File: src/rtl/qtcore_scan_pkg.sv
`default_nettype none
// ============================================================================
// Module      : qtcore_scan_pkg
// Description : Shared types and chain layout for the qtcore_a1 scan
//               sequencer. This includes the sequencer state encoding, the
//               shift-buffer operating modes and the bit offsets of each
//               architectural field inside the 160-bit scan image.
// Ports       : none (package)
// Revision    : 1.0 - initial release
// ============================================================================
package qtcore_scan_pkg;

  localparam int SCAN_CHAIN_BITS = 160;

  // Chain layout, LSB = last bit shifted in.
  localparam int STATE_LSB    = 0;
  localparam int STATE_W      = 3;
  localparam int PC_LSB       = 3;
  localparam int PC_W         = 5;
  localparam int IR_LSB       = 8;
  localparam int IR_W         = 8;
  localparam int ACC_LSB      = 16;
  localparam int ACC_W        = 8;
  localparam int MEM_BASE_LSB = 24;
  localparam int MEM_WORDS    = 15;
  localparam int MEM_W        = 8;
  localparam int KEY_W        = 16;
  localparam int KEY_LSB      = SCAN_CHAIN_BITS - KEY_W;

  typedef enum logic [2:0] {
    ST_IDLE      = 3'd0,
    ST_LOAD      = 3'd1,
    ST_SHIFT_IN  = 3'd2,
    ST_GAP       = 3'd3,
    ST_RUN       = 3'd4,
    ST_SHIFT_OUT = 3'd5,
    ST_UNLOAD    = 3'd6
  } scan_state_e;

  typedef enum logic [2:0] {
    BUF_HOLD        = 3'd0,
    BUF_LOAD_BYTE   = 3'd1,
    BUF_SHIFT_BIT   = 3'd2,
    BUF_UNLOAD_BYTE = 3'd3,
    BUF_CLEAR       = 3'd4
  } buf_mode_e;

  // LSB position of memory word n (its MSB sits at 31 + 8n).
  function automatic int mem_lsb(input int n);
    return MEM_BASE_LSB + MEM_W * n;
  endfunction

endpackage
`default_nettype wire

File: src/rtl/qtcore_scan_sequencer_scan_shift_buffer.sv
`default_nettype none
// ============================================================================
// Module      : scan_shift_buffer
// Description : CHAIN_BITS-wide image register. Bytes enter at the bottom
//               when loading, single bits are shifted MSB-out / capture-in
//               while scanning, and bytes leave from the top when unloading.
// Ports       : clk_i, rst_n_i  - clock, async active-low reset
//               mode_i          - operating mode for this cycle
//               byte_i          - byte appended in BUF_LOAD_BYTE
//               bit_i           - captured chain bit in BUF_SHIFT_BIT
//               msb_o           - buffer MSB (serial scan data source)
//               top_byte_o      - top byte (unload data)
// Revision    : 1.0 - initial release
// ============================================================================
module scan_shift_buffer
  import qtcore_scan_pkg::*;
#(
  parameter int CHAIN_BITS = SCAN_CHAIN_BITS
) (
  input  logic       clk_i,
  input  logic       rst_n_i,
  input  buf_mode_e  mode_i,
  input  logic [7:0] byte_i,
  input  logic       bit_i,
  output logic       msb_o,
  output logic [7:0] top_byte_o
);

  logic [CHAIN_BITS-1:0] buf_q;
  logic [CHAIN_BITS-1:0] buf_d;

  always_comb begin
    buf_d = buf_q;
    case (mode_i)
      BUF_LOAD_BYTE:   buf_d = {buf_q[CHAIN_BITS-9:0], byte_i};
      BUF_SHIFT_BIT:   buf_d = {buf_q[CHAIN_BITS-2:0], bit_i};
      BUF_UNLOAD_BYTE: buf_d = {buf_q[CHAIN_BITS-9:0], 8'h00};
      BUF_CLEAR:       buf_d = '0;
      default:         buf_d = buf_q;
    endcase
  end

  always_ff @(posedge clk_i or negedge rst_n_i) begin
    if (!rst_n_i) begin
      buf_q <= '0;
    end else begin
      buf_q <= buf_d;
    end
  end

  assign msb_o      = buf_q[CHAIN_BITS-1];
  assign top_byte_o = buf_q[CHAIN_BITS-1 -: 8];

endmodule
`default_nettype wire

File: src/rtl/qtcore_scan_sequencer.sv
`default_nettype none
// ============================================================================
// Module      : qtcore_scan_sequencer
// Description : Scan host for the qtcore_a1 tile. Accepts a scan image as a
//               byte stream, shifts it into the core chain, runs the core
//               until halt or timeout, shifts the final state back out and
//               streams it as bytes.
// Ports       : clk_in, rst_n_in           - clock, async active-low reset
//               start_in                   - begin a transaction (IDLE only)
//               in_data/in_valid/in_ready  - image byte stream
//               out_data/out_valid/out_ready - result byte stream
//               scan_enable_out, scan_data_out, scan_chain_in - chain port
//               proc_en_out                - core processor enable
//               busy, halted, timeout, run_cycles - status
// Revision    : 1.0 - initial release
// ============================================================================
module qtcore_scan_sequencer
  import qtcore_scan_pkg::*;
#(
  parameter int CHAIN_BITS     = SCAN_CHAIN_BITS,
  parameter int MAX_RUN_CYCLES = 256,
  parameter int MIN_RUN_CYCLES = 4
) (
  input  logic                              clk_in,
  input  logic                              rst_n_in,
  input  logic                              start_in,
  input  logic [7:0]                        in_data,
  input  logic                              in_valid,
  output logic                              in_ready,
  output logic [7:0]                        out_data,
  output logic                              out_valid,
  input  logic                              out_ready,
  output logic                              scan_enable_out,
  output logic                              scan_data_out,
  input  logic                              scan_chain_in,
  output logic                              proc_en_out,
  output logic                              busy,
  output logic                              halted,
  output logic                              timeout,
  output logic [$clog2(MAX_RUN_CYCLES):0]   run_cycles
);

  localparam int CNT_MAX = (CHAIN_BITS > MAX_RUN_CYCLES) ? CHAIN_BITS : MAX_RUN_CYCLES;
  localparam int CNT_W   = $clog2(CNT_MAX) + 1;
  localparam int RC_W    = $clog2(MAX_RUN_CYCLES) + 1;

  localparam logic [CNT_W-1:0] LAST_BYTE = CNT_W'(CHAIN_BITS / 8 - 1);
  localparam logic [CNT_W-1:0] LAST_BIT  = CNT_W'(CHAIN_BITS - 1);
  localparam logic [CNT_W-1:0] GAP_LAST  = CNT_W'(1);
  localparam logic [CNT_W-1:0] RUN_MIN   = CNT_W'(MIN_RUN_CYCLES);
  localparam logic [CNT_W-1:0] RUN_MAX   = CNT_W'(MAX_RUN_CYCLES);

  scan_state_e       state_q, state_d;
  logic [CNT_W-1:0]  cnt_q, cnt_d;
  logic              halted_q, halted_d;
  logic              timeout_q, timeout_d;
  logic [RC_W-1:0]   run_cycles_q, run_cycles_d;
  buf_mode_e         buf_mode;
  logic              buf_msb;
  logic [7:0]        buf_top;
  logic [CNT_W-1:0]  run_count;

  scan_shift_buffer #(
    .CHAIN_BITS (CHAIN_BITS)
  ) u_buf (
    .clk_i      (clk_in),
    .rst_n_i    (rst_n_in),
    .mode_i     (buf_mode),
    .byte_i     (in_data),
    .bit_i      (scan_chain_in),
    .msb_o      (buf_msb),
    .top_byte_o (buf_top)
  );

  // In RUN, cnt_q holds completed cycles; run_count includes the current one,
  // so the exit value equals the number of cycles proc_en_out was high.
  assign run_count = cnt_q + 1'b1;

  always_comb begin
    state_d      = state_q;
    cnt_d        = cnt_q;
    halted_d     = halted_q;
    timeout_d    = timeout_q;
    run_cycles_d = run_cycles_q;
    buf_mode     = BUF_HOLD;
    case (state_q)
      ST_IDLE: begin
        if (start_in) begin
          state_d      = ST_LOAD;
          cnt_d        = '0;
          halted_d     = 1'b0;
          timeout_d    = 1'b0;
          run_cycles_d = '0;
        end
      end
      ST_LOAD: begin
        if (in_valid) begin
          buf_mode = BUF_LOAD_BYTE;
          if (cnt_q == LAST_BYTE) begin
            state_d = ST_SHIFT_IN;
            cnt_d   = '0;
          end else begin
            cnt_d = cnt_q + 1'b1;
          end
        end
      end
      ST_SHIFT_IN: begin
        buf_mode = BUF_SHIFT_BIT;
        if (cnt_q == LAST_BIT) begin
          // The captured pre-load state is discarded; the zero fill is what
          // SHIFT_OUT later pushes into the chain.
          buf_mode = BUF_CLEAR;
          state_d  = ST_GAP;
          cnt_d    = '0;
        end else begin
          cnt_d = cnt_q + 1'b1;
        end
      end
      ST_GAP: begin
        if (cnt_q == GAP_LAST) begin
          state_d = ST_RUN;
          cnt_d   = '0;
        end else begin
          cnt_d = cnt_q + 1'b1;
        end
      end
      ST_RUN: begin
        // Halt is tested first so it wins when both conditions coincide.
        if ((run_count >= RUN_MIN) && scan_chain_in) begin
          halted_d     = 1'b1;
          run_cycles_d = RC_W'(run_count);
          state_d      = ST_SHIFT_OUT;
          cnt_d        = '0;
        end else if (run_count == RUN_MAX) begin
          timeout_d    = 1'b1;
          run_cycles_d = RC_W'(run_count);
          state_d      = ST_SHIFT_OUT;
          cnt_d        = '0;
        end else begin
          cnt_d = run_count;
        end
      end
      ST_SHIFT_OUT: begin
        buf_mode = BUF_SHIFT_BIT;
        if (cnt_q == LAST_BIT) begin
          state_d = ST_UNLOAD;
          cnt_d   = '0;
        end else begin
          cnt_d = cnt_q + 1'b1;
        end
      end
      ST_UNLOAD: begin
        if (out_ready) begin
          buf_mode = BUF_UNLOAD_BYTE;
          if (cnt_q == LAST_BYTE) begin
            state_d = ST_IDLE;
            cnt_d   = '0;
          end else begin
            cnt_d = cnt_q + 1'b1;
          end
        end
      end
      default: begin
        state_d = ST_IDLE;
        cnt_d   = '0;
      end
    endcase
  end

  always_ff @(posedge clk_in or negedge rst_n_in) begin
    if (!rst_n_in) begin
      state_q      <= ST_IDLE;
      cnt_q        <= '0;
      halted_q     <= 1'b0;
      timeout_q    <= 1'b0;
      run_cycles_q <= '0;
    end else begin
      state_q      <= state_d;
      cnt_q        <= cnt_d;
      halted_q     <= halted_d;
      timeout_q    <= timeout_d;
      run_cycles_q <= run_cycles_d;
    end
  end

  // All outputs decode registered state only.
  assign in_ready        = (state_q == ST_LOAD);
  assign out_valid       = (state_q == ST_UNLOAD);
  assign out_data        = out_valid ? buf_top : 8'h00;
  assign scan_enable_out = (state_q == ST_SHIFT_IN) || (state_q == ST_SHIFT_OUT);
  assign scan_data_out   = scan_enable_out & buf_msb;
  assign proc_en_out     = (state_q == ST_RUN);
  assign busy            = (state_q != ST_IDLE);
  assign halted          = halted_q;
  assign timeout         = timeout_q;
  assign run_cycles      = run_cycles_q;

endmodule
`default_nettype wire

File: config.mk
export PLATFORM = sky130hd
export DESIGN_NAME = qtcore_scan_sequencer
export DESIGN_NICKNAME = d
export VERILOG_FILES = /design/src/rtl/qtcore_scan_pkg.sv /design/src/rtl/qtcore_scan_sequencer_scan_shift_buffer.sv /design/src/rtl/qtcore_scan_sequencer.sv
export SDC_FILE = /design/constraint.sdc
export NUM_CORES = 1
export LEC_CHECK = 0
export ABC_AREA = 1
export CORE_MARGIN = 10
export CORE_UTILIZATION = 45
export DETAILED_ROUTE_END_ITERATION = 8
export SKIP_CTS_REPAIR_TIMING = 1
export SYNTH_ARGS = -nofsm -noshare
export SYNTH_HDL_FRONTEND = slang
export SYNTH_HIERARCHICAL = 1
export SYNTH_SLANG_ARGS = --single-unit
File: constraint.sdc
create_clock -name clk_in -period 3.3 [get_ports clk_in]
set_input_delay 0.825 -clock clk_in [delete_from_list [all_inputs] [get_ports clk_in]]
set_output_delay 0.825 -clock clk_in [all_outputs]
set_load 0.02 [all_outputs]
==> results.yml, run 1 <==
layout:
  multiInputGateArea_sq_mm: 0.005936
  diodes: 0
  finalNonFillerCells: 2287
  drive_gt1_share_pct: 4.406
  fill_cells: 2728
  seqCellArea_sq_mm: 0.004579
  nets: 1961
  synthToLayoutAreaGrowth_pct: 12.06
critical_path:
  path_class: "register to primary output"
  cp_data_required_time_ns: 2.47
  path_delay_family: "buffers and inverters"
  critPathSlowestCell: "clkdlybuf4s50_1"
  startpoint_type: "register"
  crit_fanout: 11
  crit_chain: "inv_1, ha_1, nand2_2, nor2_1, clkdlybuf4s50_1"
  cpPeakStageDelay_ns: 0.66
  worst-path-buf-inv: 2
  path_depth: 5
  cp.arrival_ns: 2.26
  reg2reg_slack_ns: 0.56
  endpoint_kind: "primary output"
  rr_worst_depth: 14
logic_synthesis:
  synth_cells: 1958
  ys_seq_area_share_pct: 38.98
  ys_types: 29
  syn_area_per_cell_sq_um: 6.000
  ys_seq_elements: 183
  syn-num-nets: 1979
  synthesis.area_sq_mm: 0.01175
  ys_warn_count: 6
cts:
  cts_buffers: 17
  ctsLongestPathBuffers: 2
  clock_sinks: 183
  htreeDepth: 4
  cts_tree: "yes"
  root_buffer: "clkbuf_16"
  clk_latency_ns: 0.44
  clk_pin_slew_ns: 0.08
global_route:
  grt_pass1_vias: 10400
  track_usage_pct: 17.29
  antenna_found_initial: 0
  grt_max_degree: 103
  grt-ovfl-total: 0
  grt_pass1_wl_mm: 49.60
sta:
  grt_setup_unrepaired: "false"
  slew_headroom_pct: 42.04
  setup_viol_count_final: 0
  finalWorstSetupSlack_ns: 0.2137
  fmax_mhz: 324.0
  min_period_over_period_pct: 93.52
  worst_pin_slew_ns: 0.8600
  hold_viol: 0
  finalCriticalPeriod_ns: 3.086
  skew_ns: 0.01392
  maxSlewViolCount: 0
floorplanning:
  die_w_um: 181.6
  die_h_um: 181.6
  boundaryPins: 39
  rows: 59
  floorplan.initialDensity_pct: 45.47
  dieArea_sq_mm: 0.03297
  core_sq_mm: 0.02584
power:
  ir_drop_mv: 0.4682
  leakagePower_uw: 0.006837
  p_per_area_mw_per_mm2: 722.6
placement:
  gp_congestion: 0.8726
  place.detailed.hpwl_mm: 17.70
  numPortBuffers: 38
  place_inst: 2256
  place_ws_ns: 0.3979
detailed_routing:
  drt_pass1_iterations: 5
  vias_per_cell: 4.838
  routedWlPerCell_um: 12.35
  wirelength_mm: 28.25
  drc: 0
  ant_nets: 0
  drt_iter0_drc: 810
  vias: 11070
hold_path:
  min_path_type: "input pin to async pin"
flow_run:
  cap_violations: 0
outcome:
  status: "completed"
## routing by layer
layer	track usage, %	vias to the layer above	part of all wire [%]
met4	4.133	0	0.80
met2	28.83	137	47
met5	0	-	0
met3	2.485	20	3.0
met1	23.10	5123	49
li1	-	5785	-
## state kept, by name, indices dropped and copies added, names as in the netlist
signal / cells
halted: 1
timeout: 1
u_buf/buf_q: 160
run_cycles: 9
state_q: 3
cnt_q: 9
## cell families after synthesis
kind of cell | share of synthesized area (%)
flops | 38.98
compound gates | 0.6604
buf+inv | 10.92
fa+ha+maj | 0.7455
simple gates | 48.70
## report_power, final
part           total (uW)  internal (uW)  switching (uW)
combinational        4300           1360            2930
sequential           3220           2770             452
clock                1990           1050             944
total                9510           5180            4330
## area by class of cell
cell class | instances | area share, %
inverter | 198 | 5.665
timing repair buffer | 76 | 7.081
clock inverter | 12 | 0.9030
tap | 335 | 3.184
sequential | 183 | 34.79
multi-input combinational | 1464 | 45.09
clock buffer | 19 | 3.289
## synth_stat cells (all sizes together)
library cell / count / area, sq um
or2: 1 / 6.260
nand3: 187 / 953.4
nor2: 495 / 1863
dfrtp: 183 / 4579
clkbuf: 27 / 101.4
nor4: 2 / 12.51
nand2: 753 / 2841
a21oi: 5 / 25.02
a21boi: 1 / 7.510
nand4: 1 / 6.260
o21bai: 1 / 7.510
inv: 198 / 743.2
buf: 86 / 437.9
o21ai: 3 / 15.01
o41ai: 1 / 16.27
nor3: 4 / 25.02
a31oi: 1 / 6.260
and2: 2 / 12.51
ha: 7 / 87.58
## cell usage in the layout, fill, tap and decap left out, types with 2 or more instances in the layout
cell type        count
dfrtp_1            183
clkdlybuf4s50_1     37
nand2_1            746
buf_4               17
clkinv_4             3
nor4_1               2
clkinvlp_4           3
nand2_8              2
nor2_2               2
inv_6                4
buf_12              21
clkbuf_16           17
a21oi_1              5
o21ai_1              2
nand3_1            184
inv_2                2
nor3_1               3
clkbuf_1             2
nor2_1             493
ha_1                 7
inv_1              195
and2_1               2
nand3_4              3
nand2_2              5
## worst paths after layout
kind,from,to
setup / recovery,state_q[0]$_DFFE_PN0P_,out_data[3]
min in group clk_in,run_cycles[6]$_DFFE_PN0P_,run_cycles[6]$_DFFE_PN0P_
max in group asynchronous,rst_n_in,u_buf/buf_q[63]$_DFFE_PN0P_
setup reg to reg,cnt_q[0]$_DFFE_PN0P_,u_buf/buf_q[85]$_DFFE_PN0P_
hold / removal,rst_n_in,run_cycles[5]$_DFFE_PN0P_
hold reg to reg,run_cycles[6]$_DFFE_PN0P_,run_cycles[6]$_DFFE_PN0P_
## per-stage QoR
stage	total power (uW)	hold slack, ns	utilization (%)	setup TNS (ns)	instance area, sq um
finish	9512	0.4191	50.95	0	13160
global route	10340	0.4638	50.95	0	13160
CTS	9627	0.4327	50.94	-0.006091	13160
detailed placement	7585	0.4576	48.80	0	12610
global placement	7551	0.4551	48.80	0	12610
floorplan	6218	0.4653	-	0	11750
Power figures use the tool's default switching activity.
==> run 2: changes to the inputs <==
==> constraint.sdc (replaced) <==
create_clock -name clk_in -period 3.2 [get_ports clk_in]
set_input_delay 0.8 -clock clk_in [delete_from_list [all_inputs] [get_ports clk_in]]
set_output_delay 0.8 -clock clk_in [all_outputs]
set_load 0.02 [all_outputs]
==> results.yml, run 2 (synthesis gave the netlist of run 1 again) <==
global_route:
  grt_pass1_vias: 10350
  grt-ovfl-total: 0
  antenna_found_initial: 0
  track_usage_pct: 17.29
  grt_pass1_wl_mm: 49.76
  grt_max_degree: 94
cts:
  root_buffer: "clkbuf_16"
  cts_buffers: 17
  ctsLongestPathBuffers: 2
  cts_tree: "yes"
  htreeDepth: 4
  clk_latency_ns: 0.43
  clock_sinks: 183
  clk_pin_slew_ns: 0.08
critical_path:
  path_class: "register to primary output"
  worst-path-buf-inv: 2
  crit_chain: "inv_1, ha_1, nand2_2, nor2_1, clkdlybuf4s50_1"
  cp_data_required_time_ns: 2.40
  path_delay_family: "buffers and inverters"
  crit_fanout: 11
  endpoint_kind: "primary output"
  critPathSlowestCell: "clkdlybuf4s50_1"
  startpoint_type: "register"
  cp.arrival_ns: 2.22
  cpPeakStageDelay_ns: 0.67
layout:
  largest-register: "u_buf/buf_q"
  fill_cells: 2707
  drive_gt1_share_pct: 4.308
  largest_reg_flops: 160
  synthToLayoutAreaGrowth_pct: 11.90
  final_cell_mix: "nand2_1 (746), nor2_1 (493), inv_1 (195), nand3_1 (184), dfrtp_1 (183)"
  finalNonFillerCells: 2285
  diodes: 0
  nets: 1958
  layout_commonest_cell: "nand2_1"
power:
  finalPower_uw: 9883
  ir_drop_mv: 0.4696
  leakagePower_uw: 0.006868
  pwr-share-comb_pct: 44.9
  p_int_uw: 5414
  swShare_pct: 45.22
  pwr-share-clk_pct: 21.6
  pwr-share-seq_pct: 33.5
  p_per_area_mw_per_mm2: 751.9
  p_switching_uw: 4469
sta:
  slew_headroom_pct: 41.24
  fmax_mhz: 330.7
  maxSlewViolCount: 0
  worst_pin_slew_ns: 0.8719
  grt_setup_unrepaired: "false"
  whs_ns: 0.3210
  finalCriticalPeriod_ns: 3.024
  skew_ns: 0.01437
  setup_viol_count_final: 0
  finalWorstSetupSlack_ns: 0.1758
  min_period_over_period_pct: 94.51
  hold_viol: 0
detailed_routing:
  vias_per_cell: 4.823
  drc: 0
  drt_iter0_drc: 771
  ant_nets: 0
  drt_pass1_iterations: 5
  wirelength_mm: 28.19
  routedWlPerCell_um: 12.34
  vias: 11020
placement:
  numPortBuffers: 38
  place_inst: 2253
  gp_congestion: 0.8781
  place.detailed.hpwl_mm: 17.71
  place_ws_ns: 0.2924
floorplanning:
  die_w_um: 181.6
  floorplan.initialDensity_pct: 45.47
  dieArea_sq_mm: 0.03297
  rows: 59
  boundaryPins: 39
  die_h_um: 181.6
  core_sq_mm: 0.02584
outcome:
  status: "completed"
hold_path:
  min_path_type: "input pin to async pin"
flow_run:
  cap_violations: 0
-- run 2: worst paths after layout --
path	start	end	cells after the start	slack, ns
setup / recovery	state_q[0]$_DFFE_PN0P_	out_data[4]	5	0.18
hold / removal	rst_n_in	cnt_q[5]$_DFFE_PN0P_	1	0.32
setup reg to reg	cnt_q[0]$_DFFE_PN0P_	u_buf/buf_q[129]$_DFFE_PN0P_	13	0.44
hold reg to reg	run_cycles[3]$_DFFE_PN0P_	run_cycles[3]$_DFFE_PN0P_	2	0.48
max in group asynchronous	rst_n_in	u_buf/buf_q[66]$_DFFE_PN0P_	2	2.13
min in group clk_in	run_cycles[3]$_DFFE_PN0P_	run_cycles[3]$_DFFE_PN0P_	2	0.48
-- run 2: cell type report --
cell class / count / area (sq um) / share of cell area (%)
clock inverter: 10 / 113.9 / 0.8662
sequential: 183 / 4579 / 34.84
tap: 335 / 419.2 / 3.189
multi-input combinational: 1464 / 5936 / 45.16
inverter: 198 / 745.7 / 5.673
timing repair buffer: 73 / 877.1 / 6.672
clock buffer: 22 / 474.2 / 3.607
-- run 2: power by group through the flow --
stage	Clock [uW]	Combinational, uW	Sequential (uW)
finish	2140	4430	3310
global route	2290	5050	3390
global placement	0	4440	3350
detailed placement	0	4470	3350
CTS	2200	4480	3310
floorplan	0	3180	3230
-- run 2: through the flow --
step                      area [sq um]  setup TNS [ns]  util [%]
after floorplan                  11750               0         -
after CTS                        13140         -0.1390     50.85
after global routing             13150               0     50.88
final                            13150               0     50.88
after global placement           12550               0     48.57
after detailed placement         12550               0     48.57
-- run 2: per-layer routing --
metal | global-route usage [%] | part of all wire (%) | wire, um
met1 | 22.82 | 49 | 13920
met3 | 2.326 | 2.0 | 561
met2 | 29.53 | 48 | 13450
met4 | 3.580 | 0.90 | 255
met5 | 0 | 0 | 0
-- run 2: worst reg2reg max path: stages, from the launching register on --
cell and delay [ns]:
dfrtp_1 0.50, ha_1 0.26, nand3_1 0.15, inv_1 0.09, nand2_1 0.12, nand3_1 0.10, a31oi_1 0.14, buf_4 0.20
o21ai_1 0.31, nand2_8 0.11, inv_4 0.26, buf_4 0.30, nand2_1 0.09, nand2_1 0.07
==> run 3: changes to the inputs <==
--- a/config.mk
+++ b/config.mk
@@ -10,6 +10,7 @@
 export CORE_UTILIZATION = 45
 export DETAILED_ROUTE_END_ITERATION = 8
 export SKIP_CTS_REPAIR_TIMING = 1
+export SLEW_MARGIN = 40
 export SYNTH_ARGS = -nofsm -noshare
 export SYNTH_HDL_FRONTEND = slang
 export SYNTH_HIERARCHICAL = 1
==> results.yml, run 3 (synthesis gave the netlist of run 1 again) <==
outcome:
  status: "completed"
power:
  p_switching_uw: 4515
  pwr-share-comb_pct: 44.3
  swShare_pct: 44.89
  ir_drop_mv: 0.6367
  leakagePower_uw: 0.006925
  p_int_uw: 5543
  p_per_area_mw_per_mm2: 762.0
  pwr-share-clk_pct: 22.8
  pwr-share-seq_pct: 33.0
layout:
  layout_commonest_cell: "nand2_1"
  fill_cells: 2674
  largest-register: "u_buf/buf_q"
  multiInputGateArea_sq_mm: 0.005947
  diodes: 0
  final_cell_mix: "nand2_1 (746), nor2_1 (493), inv_1 (195), nand3_1 (184), dfrtp_1 (183)"
  largest_reg_flops: 160
  nets: 1958
  drive_gt1_share_pct: 4.410
  finalNonFillerCells: 2285
  synthToLayoutAreaGrowth_pct: 12.35
  seqCellArea_sq_mm: 0.004579
sta:
  maxSlewViolCount: 0
  worst_pin_slew_ns: 0.5667
  slew_headroom_pct: 62.09
  whs_ns: 0.3125
  min_period_over_period_pct: 95.16
  finalCriticalPeriod_ns: 3.045
  skew_ns: 0.01621
  hold_viol: 0
  grt_setup_unrepaired: "false"
  fmax_mhz: 328.4
  setup_viol_count_final: 0
global_route:
  antenna_found_initial: 0
  grt_pass1_wl_mm: 49.87
  grt-ovfl-total: 0
  grt_max_degree: 94
  track_usage_pct: 17.31
  grt_pass1_vias: 10550
critical_path:
  path_class: "register to primary output"
  cp.arrival_ns: 2.25
  startpoint_type: "register"
  crit_fanout: 11
  critPathLaunch: "state_q[0]$_DFFE_PN0P_"
  critical_path.reg2reg.startpoint: "state_q[0]$_DFFE_PN0P_"
  endpoint_kind: "primary output"
  cp_data_required_time_ns: 2.40
detailed_routing:
  routedWlPerCell_um: 12.39
  vias: 10950
  vias_per_cell: 4.793
  ant_nets: 0
  drt_iter0_drc: 774
  wirelength_mm: 28.31
  drt_pass1_iterations: 5
  met1Wirelength_mm: 13.90
  met3_length_um: 708
  dr_wl_met2_mm: 13.44
  route.top_layer_used: "met4"
  drc: 0
cts:
  ctsLongestPathBuffers: 2
  root_buffer: "clkbuf_16"
  clock_sinks: 183
  clk_pin_slew_ns: 0.08
  cts_buffers: 17
  clk_latency_ns: 0.44
  htreeDepth: 4
  cts_tree: "yes"
floorplanning:
  die_h_um: 181.6
  rows: 59
  die_w_um: 181.6
  boundaryPins: 39
  floorplan.initialDensity_pct: 45.47
  dieArea_sq_mm: 0.03297
  core_sq_mm: 0.02584
flow_run:
  cap_violations: 0
placement:
  place.detailed.hpwl_mm: 17.74
  gp_congestion: 0.8781
  numPortBuffers: 38
  place_inst: 2253
hold_path:
  min_path_type: "input pin to async pin"
[run 3: changes by cell type in the layout (fill, tap and decap cells not counted), sizes merged]
| cell | previous run | this run |
|---|---|---|
| bufinv | 1 | 3 |
| clkbuf | 23 | 19 |
| clkdlybuf4s50 | 35 | 33 |
| clkinv | 6 | 3 |
| clkinvlp | 0 | 1 |
| dlymetal6s2s | 2 | 4 |
| inv | 201 | 205 |
[run 3: power groups by stage]
stage	registers [uW]	clock network (uW)	logic [uW]
finish	3320	2290	4450
global route	3400	2440	5070
CTS	3320	2340	4500
detailed placement	3350	0	4480
global placement	3350	0	4440
floorplan	3230	0	3180
[run 3: cell type report]
cell class              instances  share of cell area, %
clock buffers                  18                  3.327
clock inverters                14                  1.412
inverters                     198                  5.650
multi-input cells            1464                  45.06
flip-flops and latches        183                  34.70
well taps                     335                  3.176
repair buffers                 73                  6.683
[run 3: path summary, 6_finish.rpt]
path / end / slack, ns / depth (start not counted)
max in group asynchronous: u_buf/buf_q[38]$_DFFE_PN0P_ / 2.13 / 2
worst max-delay path: out_data[0] / 0.15 / 5
min in group clk_in: run_cycles[0]$_DFFE_PN0P_ / 0.47 / 2
worst min-delay path: run_cycles[2]$_DFFE_PN0P_ / 0.31 / 1
worst max register to register: u_buf/buf_q[131]$_DFFE_PN0P_ / 0.42 / 13
worst min register to register: run_cycles[0]$_DFFE_PN0P_ / 0.47 / 2
[run 3: worst max-delay path, cell delays in order, from the launching register on]
cell	delay [ns]
dfrtp_1	0.42
inv_1	0.10
ha_1	0.30
nand2_2	0.22
nor2_1	0.13
clkdlybuf4s50_1	0.64
[run 3: stage by stage]
stage / util [%] / setup TNS (ns) / power [uW] / area, sq um / setup WS [ns]
4_1_cts: 51.04 / -0.3244 / 10150 / 13190 / -0.1724
2_1_floorplan: - / 0 / 6412 / 11750 / 0.6211
3_3_place_gp: 48.57 / 0 / 7785 / 12550 / 0.2902
3_5_place_dp: 48.62 / 0 / 7831 / 12560 / 0.2944
5_1_grt: 51.08 / 0 / 10900 / 13200 / 0.02086
6_report: 51.08 / 0 / 10060 / 13200 / 0.1549
[run 3: metal layers]
layer  vias up  global-route usage (%)
li1       5779                       -
met1      5046                   22.42
met2       110                   30.06
met3        16                   2.346
met4         0                   3.612
met5         -                       0
